===== src/rtl/vecmat_psum_collector_pkg.sv =====
// rtl/vecmat_psum_collector_pkg.sv - shared types, saturation bounds and sizing helper for the psum collector
package vecmat_psum_collector_pkg;

   // Width of one packed lane in the vector handed to the PIM stages
   localparam int LANE_W = 16;

   // Saturation bounds of the 8-bit result
   localparam int SAT_MAX = 127;
   localparam int SAT_MIN = -128;

   // Collector FSM encoding
   typedef logic [0:0] state_t;
   localparam state_t COLLECT = 1'b0;
   localparam state_t FULL    = 1'b1;

   // Ceiling log2, used to size the lane counter
   function automatic int clogb2(input int value);
      int r;
      r = 0;
      while ((1 << r) < value) begin
         r = r + 1;
      end
      return r;
   endfunction

endpackage


===== src/rtl/vecmat_psum_collector_if.sv =====
// rtl/vecmat_psum_collector_if.sv - psum input stream and packed vector output handshake bundle
interface vecmat_psum_collector_if #(
   parameter int ARRAY_DEPTH = 64,
   parameter int LANE_W      = vecmat_psum_collector_pkg::LANE_W
);
   localparam int IDX_W = vecmat_psum_collector_pkg::clogb2(ARRAY_DEPTH) + 1;

   // Per-neuron input channel
   logic                          in_valid;
   logic                          in_ready;
   logic [15:0]                   psum_x;
   logic [15:0]                   psum_h;
   logic [7:0]                    bias;
   logic                          flush;

   // Finished-vector channel
   logic                          vec_valid;
   logic                          vec_ready;
   logic [ARRAY_DEPTH*LANE_W-1:0] vec_data;
   logic [IDX_W-1:0]              idx;

   // Producer / consumer side (testbench or neighbouring stages)
   modport master (
      output in_valid, psum_x, psum_h, bias, flush, vec_ready,
      input  in_ready, vec_valid, vec_data, idx
   );

   // Collector side
   modport slave (
      input  in_valid, psum_x, psum_h, bias, flush, vec_ready,
      output in_ready, vec_valid, vec_data, idx
   );

endinterface


===== src/rtl/vecmat_psum_collector_psum_sat_scale.sv =====
// rtl/vecmat_psum_collector_psum_sat_scale.sv - combinational psum add, bias align, rescale, saturate and lane format
module psum_sat_scale
   import vecmat_psum_collector_pkg::*;
#(
   parameter int SHIFT      = 2,
   parameter int DATA_WIDTH = 8,
   parameter int LANE_W     = vecmat_psum_collector_pkg::LANE_W
) (
   input  logic [15:0]           psum_x,
   input  logic [15:0]           psum_h,
   input  logic [DATA_WIDTH-1:0] bias,
   output logic [LANE_W-1:0]     lane,
   output logic                  clipped
);

   // 18 bits holds two full-scale psums plus a bias shifted by up to 8
   localparam logic signed [17:0] HI = 18'(SAT_MAX);
   localparam logic signed [17:0] LO = 18'(SAT_MIN);

   logic signed [17:0]    x_ext;
   logic signed [17:0]    h_ext;
   logic signed [17:0]    b_ext;
   logic signed [17:0]    b_al;
   logic signed [17:0]    sum;
   logic signed [17:0]    r;
   logic [DATA_WIDTH-1:0] r_sat;

   assign x_ext = {{2{psum_x[15]}}, psum_x};
   assign h_ext = {{2{psum_h[15]}}, psum_h};
   assign b_ext = {{(18-DATA_WIDTH){bias[DATA_WIDTH-1]}}, bias};

   // Bias is aligned to the psum fixed-point scale before the common rescale
   assign b_al  = b_ext <<< SHIFT;
   assign sum   = x_ext + h_ext + b_al;
   assign r     = sum >>> SHIFT;

   // Clip the rescaled sum into the signed 8-bit range
   always_comb begin
      clipped = 1'b0;
      r_sat   = r[DATA_WIDTH-1:0];
      if (r > HI) begin
         r_sat   = HI[DATA_WIDTH-1:0];
         clipped = 1'b1;
      end else if (r < LO) begin
         r_sat   = LO[DATA_WIDTH-1:0];
         clipped = 1'b1;
      end
   end

   // PIM lane format: value in the low byte, sign extension above
   assign lane = {{(LANE_W-DATA_WIDTH){r_sat[DATA_WIDTH-1]}}, r_sat};

endmodule


===== src/rtl/vecmat_psum_collector.sv =====
// rtl/vecmat_psum_collector.sv - collects ARRAY_DEPTH saturated neuron results into one packed vector (optional PSUM_SAT_CNT_EN clip counter)
module vecmat_psum_collector
   import vecmat_psum_collector_pkg::*;
#(
   parameter int ARRAY_DEPTH = 64,
   parameter int LANE_W      = vecmat_psum_collector_pkg::LANE_W,
   parameter int DATA_WIDTH  = 8,
   parameter int SHIFT       = 2
) (
   input  logic                clk,
   input  logic                reset,
   vecmat_psum_collector_if.slave bus
`ifdef PSUM_SAT_CNT_EN
   ,
   output logic [15:0]         sat_count
`endif
);

   localparam int IDX_W = clogb2(ARRAY_DEPTH) + 1;
   localparam int AW    = IDX_W - 1;
   localparam logic [IDX_W-1:0] LAST = IDX_W'(ARRAY_DEPTH - 1);

   state_t             state;
   logic [IDX_W-1:0]   idx;
   logic [LANE_W-1:0]  lanes [ARRAY_DEPTH];
   logic [LANE_W-1:0]  lane_new;
   logic               clipped;
   logic               accept;

   psum_sat_scale #(
      .SHIFT      (SHIFT),
      .DATA_WIDTH (DATA_WIDTH),
      .LANE_W     (LANE_W)
   ) u_scale (
      .psum_x  (bus.psum_x),
      .psum_h  (bus.psum_h),
      .bias    (bus.bias),
      .lane    (lane_new),
      .clipped (clipped)
   );

   // flush wins over a same-cycle input so a discarded vector never gains a lane
   assign accept        = (state == COLLECT) && bus.in_valid && !bus.flush;
   assign bus.in_ready  = (state == COLLECT);
   assign bus.vec_valid = (state == FULL);
   assign bus.idx       = idx;

   genvar g;
   generate
      for (g = 0; g < ARRAY_DEPTH; g = g + 1) begin : g_pack
         assign bus.vec_data[g*LANE_W +: LANE_W] = lanes[g];
      end
   endgenerate

   // Lane counter and COLLECT/FULL sequencing; FULL ignores flush so a finished vector survives
   always_ff @(posedge clk) begin
      if (reset) begin
         state <= COLLECT;
         idx   <= '0;
      end else begin
         case (state)
            COLLECT: begin
               if (bus.flush) begin
                  idx <= '0;
               end else if (bus.in_valid) begin
                  idx <= idx + 1'b1;
                  if (idx == LAST) begin
                     state <= FULL;
                  end
               end
            end
            FULL: begin
               if (bus.vec_ready) begin
                  state <= COLLECT;
                  idx   <= '0;
               end
            end
            default: begin
               state <= COLLECT;
               idx   <= '0;
            end
         endcase
      end
   end

   // Lane storage; old contents persist after a handshake until overwritten
   always_ff @(posedge clk) begin
      if (reset) begin
         for (int i = 0; i < ARRAY_DEPTH; i++) begin
            lanes[i] <= '0;
         end
      end else if (accept) begin
         lanes[idx[AW-1:0]] <= lane_new;
      end
   end

`ifdef PSUM_SAT_CNT_EN
   // Sticky count of accepted inputs that clipped, holding at all-ones
   always_ff @(posedge clk) begin
      if (reset) begin
         sat_count <= '0;
      end else if (accept && clipped && (sat_count != 16'hFFFF)) begin
         sat_count <= sat_count + 16'd1;
      end
   end
`else
   logic unused_clipped;
   assign unused_clipped = clipped;
`endif

endmodule


===== src/flat_wrapper.sv =====
// flat-port wrapper written by rule: the top's interface ports become plain ports
module vecmat_psum_collector_flat import vecmat_psum_collector_pkg::*;
#(
   parameter int ARRAY_DEPTH = 64,
   parameter int LANE_W      = vecmat_psum_collector_pkg::LANE_W,
   parameter int DATA_WIDTH  = 8,
   parameter int SHIFT       = 2
)
  (clk, reset, bus_in_valid, bus_psum_x, bus_psum_h, bus_bias, bus_flush, bus_vec_ready, bus_in_ready, bus_vec_valid, bus_vec_data, bus_idx);
  vecmat_psum_collector_if #(.ARRAY_DEPTH(ARRAY_DEPTH), .LANE_W(LANE_W)) bus_i ();
  input  logic clk;
  input  logic reset;
  input wire logic [$bits(bus_i.in_valid)-1:0] bus_in_valid;
  input wire logic [$bits(bus_i.psum_x)-1:0] bus_psum_x;
  input wire logic [$bits(bus_i.psum_h)-1:0] bus_psum_h;
  input wire logic [$bits(bus_i.bias)-1:0] bus_bias;
  input wire logic [$bits(bus_i.flush)-1:0] bus_flush;
  input wire logic [$bits(bus_i.vec_ready)-1:0] bus_vec_ready;
  output wire logic [$bits(bus_i.in_ready)-1:0] bus_in_ready;
  output wire logic [$bits(bus_i.vec_valid)-1:0] bus_vec_valid;
  output wire logic [$bits(bus_i.vec_data)-1:0] bus_vec_data;
  output wire logic [$bits(bus_i.idx)-1:0] bus_idx;
  assign bus_i.in_valid = bus_in_valid;
  assign bus_i.psum_x = bus_psum_x;
  assign bus_i.psum_h = bus_psum_h;
  assign bus_i.bias = bus_bias;
  assign bus_i.flush = bus_flush;
  assign bus_i.vec_ready = bus_vec_ready;
  assign bus_in_ready = bus_i.in_ready;
  assign bus_vec_valid = bus_i.vec_valid;
  assign bus_vec_data = bus_i.vec_data;
  assign bus_idx = bus_i.idx;
  vecmat_psum_collector #(.ARRAY_DEPTH(ARRAY_DEPTH), .LANE_W(LANE_W), .DATA_WIDTH(DATA_WIDTH), .SHIFT(SHIFT)) u_core (.clk(clk), .reset(reset), .bus(bus_i));
endmodule

===== config.mk =====
export PLATFORM = sky130hd
export DESIGN_NAME = vecmat_psum_collector_flat
export DESIGN_NICKNAME = d
export VERILOG_FILES = /design/src/rtl/vecmat_psum_collector_pkg.sv /design/src/rtl/vecmat_psum_collector_if.sv /design/src/rtl/vecmat_psum_collector_psum_sat_scale.sv /design/src/rtl/vecmat_psum_collector.sv /design/src/flat_wrapper.sv
export SDC_FILE = /design/constraint.sdc
export NUM_CORES = 1
export LEC_CHECK = 0
export CAP_MARGIN = 5
export CELL_PAD_IN_SITES_DETAIL_PLACEMENT = 0
export CELL_PAD_IN_SITES_GLOBAL_PLACEMENT = 1
export CORE_AREA = 2 2 423 425
export CTS_CLUSTER_DIAMETER = 60
export CTS_CLUSTER_SIZE = 20
export DETAILED_ROUTE_END_ITERATION = 8
export DIE_AREA = 0 0 425 427
export PLACE_DENSITY_LB_ADDON = 0.1
export SYNTH_ARGS = -nofsm -noshare
export SYNTH_HDL_FRONTEND = slang
export SYNTH_SLANG_ARGS = --single-unit

===== constraint.sdc =====
create_clock -name clk -period 6.12 [get_ports clk]
set_input_delay 1.224 -clock clk [delete_from_list [all_inputs] [get_ports clk]]
set_output_delay 1.224 -clock clk [all_outputs]
set_load 0.01 [all_outputs]

==> metrics.txt, run 1 <==
Die Ht=about 430 um; input/output buffers=1,077; top_reg_cell synth=edfxtp_1; latest clock arrival within the worst-skew pair=0.68 ns; global route overflow=0; WP data required=6.53 ns; Post-Synth Simple-Gate Area=0.137; Internal=7.77 mW; endpoints failing hold=0; actual slew at the worst max-slew pin=1.13 ns; Max Slew Vio Count=0; Comb pwr share=0.202; Compound-Gate Fraction of Synth Area=0.0283; crit path from=bus_bias[0]; post-route cell area=between 30,000 and 40,000 sq um; Root Driver=clkbuf_16; clock slew at reported path FFs=0.06 ns; row count=between 150 and 200; hold buffer count at cts=0; CTS Buffer Depth=3; H-Tree Depth=3; DRT iter0 DRCs=between 1,000 and 1,500; first-pass GRT wire length=155,000 um; Fmax=194 MHz; sw frac=0.315; period utilisation layout=0.842; Top delay family on crit path=compound AO/OA/AOI/OAI gates; via count=between 15,000 and 20,000; # setup viols final=0; number of global-route vias before repair=17,100; sequential-to-total area share from yosys stat=0.630; Num CTS Buffers=81; largest net degree at the start of global routing=38; core area=approximately 180,000 sq um; CTS sink count=520; RSZ-0062 raised after global routing=no; status=complete, no violations; Critical-path top delay cell=fa_1; most frequent cells in the layout=clkdlybuf4s50_1 (1,076), nor2_1 (524), edfxtp_1 (512); Starting Density=0.139; HP Class=flop to flop; Post-Syn Area per Cell=11.9 sq um; reg2reg start=u_core.bus.vec_valid$_SDFF_PP0_; footprint of the multi-input gates=4750 sq um; register share of total power=0.367; main combinational cell family by area after synthesis=buffers and inverters; xor/xnor share of the synthesized area=0.00391; commonest non-fill, non-tap cell in the layout=clkdlybuf4s50_1; R2R Setup Slk=roughly 2.6 ns; drt via density=3.38; CP bufs+invs=5; Die Wd=425 um; Crit Path Class=input pin to flop; Worst Skew=0.0564 ns; Max-cap violations=0; Register Area=15,500 sq um; Crit Path Max Fanout=35; number of nets in the layout=about 2,700; Yosys reg bits=520; total track usage=0.126; Resized Gates After CTS=0; post-DP HPWL=88,300 um; post-route ant nets=0; async set or reset register ratio after synthesis=0; Fin Hold WS=0.523 ns; DIE AREA=181,000 sq um; routed wire length=about 120,000 um; post-detailed-route DRC marker count=0; Netlist cell types=63; Leak=around 13 nW; number of synthesized flops with an enable pin=512; Setup Buffers After CTS=0; Final Total Pwr=11.3 mW; mux contribution to synthesized area=0; Worst setup SP type=input pin; worst stage delay on the critical path=roughly 0.57 ns; crit-path cells=clkdlybuf4s50_1, inv_1, fa_1, inv_1, fa_1, a211oi_1, buf_4, o21ai_1, a2111oi_0, o22ai_1, a21oi_1, nand4_4, a22oi_4, buf_12, nor2_1; initial antenna violation count=11; IO Pins=approximately 1,100; PwrDens=302 nW/um^2; Placement Cell Area=34,700 sq um; gpl congestion=0.744; arrival time worst endpoint=5.56 ns; wire per inst=roughly 24 um; Max transition margin=0.248; Post-Syn Instances=2,066; fillers=19,100; CTS tree=yes; crit path time final=5.15 ns; share of layout cells above drive strength 1=0.0807; Yosys warning count=0; DR pass1 iterations=7; Peak VDD IR=0.198 mV; part of the total power dissipated in the clock network=0.431; Net Switching=3.57 mW; cell area after synthesis=roughly 25,000 sq um; Mapped Nets=roughly 2,100; final setup TNS=0 ns; Area growth, synth to finish=52.2%; Crit. End Element=flop; hold_sp=u_core.bus.idx[6]$_SDFFE_PP0P_; Synth Area in Adders=0.0208
## synth_stat cells, drive strengths merged (5+ instances only)
| master | number | share of area |
|---|---|---|
| a21o | 6 | 0.0018 |
| nor3b | 8 | 0.0024 |
| buf | 571 | 0.17 |
| nand2b | 65 | 0.016 |
| nor2 | 525 | 0.080 |
| ha | 17 | 0.0086 |
| nor3 | 6 | 0.0012 |
| nand2 | 77 | 0.012 |
| and2 | 10 | 0.0025 |
| a21oi | 23 | 0.0070 |
| dfxtp | 8 | 0.0065 |
| nand4 | 8 | 0.0026 |
| xnor2 | 5 | 0.0018 |
| clkbuf | 39 | 0.0059 |
| xor2 | 6 | 0.0021 |
| o21ai | 12 | 0.0024 |
| a211oi | 8 | 0.0024 |
| edfxtp | 512 | 0.62 |
| inv | 18 | 0.0027 |
| nand3 | 69 | 0.014 |
| fa | 15 | 0.012 |
## area by class of cell
class	instances	share of cell area
diodes	3	0.000200
clock buffers	84	0.0543
clock inverters	66	0.0214
inverters	18	0.00180
multi-input cells	918	0.127
flip-flops and latches	520	0.414
well taps	2355	0.0786
repair buffers	1120	0.303
## worst paths after layout
kind	end	depth (start not counted)
max	u_core.lanes[6][5]$_SDFFCE_PN0P_	15
min	u_core.bus.vec_valid$_SDFF_PP0_	1
max reg2reg	u_core.lanes[43][5]$_SDFFCE_PN0P_	6
min reg2reg	u_core.bus.vec_valid$_SDFF_PP0_	1
## power by group through the flow
stage	Sequential, mW	Clock [mW]	Combinational [mW]
after floorplan	4.28	0	0.996
after global placement	4.24	0	2.39
after detailed placement	4.24	0	2.39
after CTS	4.17	5.05	2.40
after global routing	4.18	5.19	2.44
final	4.16	4.89	2.29
## state kept, by name, summed over array words and instances (netlist names)
register	count
u_core.bus.idx	7
u_core.bus.vec_valid	1
u_core.lanes	512
## worst reg2reg max path: stages (launching register included)
cell and delay, ns:
dfxtp_1 0.35, nor2_1 0.18, nand2_1 0.14, nor2_1 0.73
and3_1 1.04, nand2_1 0.32, nand2b_1 0.41
## stage by stage
step            util  worst slack (ns)  instances
6_report       0.212             0.965       5084
5_1_grt        0.212             0.641       5081
4_1_cts        0.212             0.917       5081
3_5_place_dp   0.196             0.183       4931
3_3_place_gp   0.196            0.0914       4931
2_1_floorplan      -              1.37       2066
## kinds of logic after synthesis
kind of cell	Yosys count
and+or+nand+nor	790
buffers and inverters	628
DFF	520
AOI/OAI and AO/OA	85
adders and majority gates	32
xor gates and xnor gates	11
## layer usage
metal  routed length [um]  track usage  vias to the layer above
li1                     -            -                     7690
met1                46000        0.141                     8682
met2                65100        0.237                      672
met3                 6910       0.0286                      116
met4                 2350       0.0323                        2
met5                   12            0                        -
(Power assumes the default switching activity.)
==> run 2: changes to the inputs <==
Settings changed: CORE_AREA 2 2 423 425 to 2 2 419 421, DIE_AREA 0 0 425 427 to 0 0 421 423.
Clock period 6.12 ns to 4.3 ns, I/O delays scaled along.
==> run 2 against run 1 <==
First-iteration DRC count is 10% lower. Setup slack worse by 0.85 ns. Die area is 1.9% lower. Combinational power is 66% higher. Clock-buffer cell count is 4 lower. Global-route usage is 0.67 points higher. Final area is 2.8% higher. Via count is 2.0% higher. Sequential share of layout area is 1.1 points lower. Sequential power is 43% higher.
==> metrics.txt, run 2 (same netlist as run 1, synthesis figures left out) <==
hold_sp=u_core.bus.idx[6]$_SDFFE_PP0P_; CTS Buffer Depth=3; largest net degree at the start of global routing=37; initial antenna violation count=8; max FFs per register=512; CTS tree=yes; Fmax=239 MHz; clock slew at reported path FFs=roughly 0.060 ns; period utilisation layout=0.973; R2R Setup Slk=between 1.5 and 2 ns; Worst Hold End=u_core.bus.vec_valid$_SDFF_PP0_; DRT iter0 DRCs=974; Crit. End Element=flop; most frequent cells in the layout=clkdlybuf4s50_1 (1,073), nor2_1 (523), edfxtp_1 (512); latest clock arrival within the worst-skew pair=0.66 ns; Max Slew Vio Count=0; first-pass GRT wire length=162,000 um; Crit Path Class=input pin to flop; core area=roughly 170,000 sq um; fillers=18,400; H-Tree Depth=3; Register Area=about 16,000 sq um; commonest non-fill, non-tap cell in the layout=clkdlybuf4s50_1; CTS sink count=520; Area growth, synth to finish=56.4%; Placement Cell Area=35,600 sq um; PwrDens=419 nW/um^2; via count=approximately 18,000; share of layout cells above drive strength 1=0.128; crit path time final=4.18 ns; Worst Skew=0.0238 ns; gpl congestion=around 0.73; hold buffer count at cts=0; Peak VDD IR=0.217 mV; WP data required=4.71 ns; fin worst setup slack=approximately 0.12 ns; Crit Path Max Fanout=8; HP Class=flop to flop; Leak=14.0 nW; routed wire length=122,000 um; status=complete, no violations; Max transition margin=0.467; post-detailed-route DRC marker count=0; Starting Density=0.142; # setup viols final=0; Worst setup SP type=input pin; number of nets in the layout=2,846; Max-cap violations=0; number of global-route vias before repair=18,000; Die Wd=421 um; R2R cell count=6; Die Ht=approximately 420 um; post-route cell area=38,600 sq um; actual slew at the worst max-slew pin=0.795 ns; post-route ant nets=0; Hold Crit Depth=1; DIE AREA=178,000 sq um; total track usage=0.133; drt via density=3.40; global route overflow=0; Biggest register=u_core.lanes; endpoints failing hold=0; DR pass1 iterations=7; Reg-to-Reg End=u_core.lanes[8][3]$_SDFFCE_PN0P_; input/output buffers=1,077; row count=153; Root Driver=clkbuf_16; footprint of the multi-input gates=4980 sq um; IO Pins=approximately 1,100; arrival time worst endpoint=4.59 ns; post-DP HPWL=93,700 um; reg2reg start=u_core.bus.idx[2]$_SDFFE_PP0P_; Final Total Pwr=around 16 mW; wire per inst=23.7 um; Num CTS Buffers=73; dpl ws=-0.901 ns
==> run 2: report_power, final <==
group / switching, mW / total (mW) / leakage, nW / internal, mW
Clock: 2.78 / 6.43 / 1.23 / 3.66
Combinational: 2.19 / 3.81 / 7.63 / 1.62
Sequential: 0.163 / 5.93 / 5.14 / 5.77
==> run 2: cell type report <==
type                    count  area share
diodes                      2    0.000130
clock buffers              80      0.0481
clock inverters            55      0.0187
inverters                  18     0.00175
multi-input cells         918       0.129
flip-flops and latches    520       0.403
well taps                2325      0.0755
repair buffers           1238       0.324
==> run 2: how the worst max path moves through the flow <==
stage | slack, ns | to | cells past startpoint | start
2_1_floorplan | 0.01 | u_core.lanes[14][4]$_SDFFCE_PN0P_ | 14 | bus_bias[5]
3_3_place_gp | -0.92 | u_core.lanes[58][3]$_SDFFCE_PN0P_ | 14 | bus_bias[0]
3_5_place_dp | -0.90 | u_core.lanes[58][0]$_SDFFCE_PN0P_ | 14 | bus_bias[0]
4_1_cts | 0.00008 | u_core.lanes[38][0]$_SDFFCE_PN0P_ | 17 | bus_bias[0]
5_1_grt | -0.0007 | u_core.lanes[60][6]$_SDFFCE_PN0P_ | 16 | bus_bias[7]
6_report | 0.12 | u_core.lanes[54][6]$_SDFFCE_PN0P_ | 15 | bus_bias[7]
==> run 2: routing by layer <==
layer / share of wire / vias up / GRT usage
met5: 0.00011 / - / 0
met4: 0.025 / 2 / 0.0414
met3: 0.047 / 125 / 0.0254
met2: 0.53 / 663 / 0.245
met1: 0.40 / 8806 / 0.153
li1: - / 7913 / -
==> run 2: what timing repair did <==
item,CTS,global route
setup endpoints to repair,309,468
resized for setup,5,46
pin swaps,5,20
setup buffers,3,4
gates cloned,2,1
==> run 2: per-stage QoR <==
stage / utilization / std cells / hold WS [ns] / setup TNS (ns)
5_1_grt: 0.223 / 5155 / 0.499 / -0.000652
3_3_place_gp: 0.205 / 5009 / 0.459 / -387.58
3_5_place_dp: 0.205 / 5009 / 0.455 / -370.75
4_1_cts: 0.221 / 5149 / 0.477 / 0
2_1_floorplan: - / 2066 / 0.471 / 0
6_report: 0.223 / 5156 / 0.475 / 0
==> run 2: critical path: stages <==
cell	delay (ns)
clkdlybuf4s50_1	0.39
buf_4	0.17
fa_2	0.60
ha_4	0.21
o211a_1	0.24
or2_1	0.22
a31o_1	0.25
or3_4	0.35
a221oi_4	0.26
nand4_4	0.13
buf_12	0.18
a21oi_4	0.25
buf_12	0.20
clkbuf_16	0.20
nor2_1	0.05
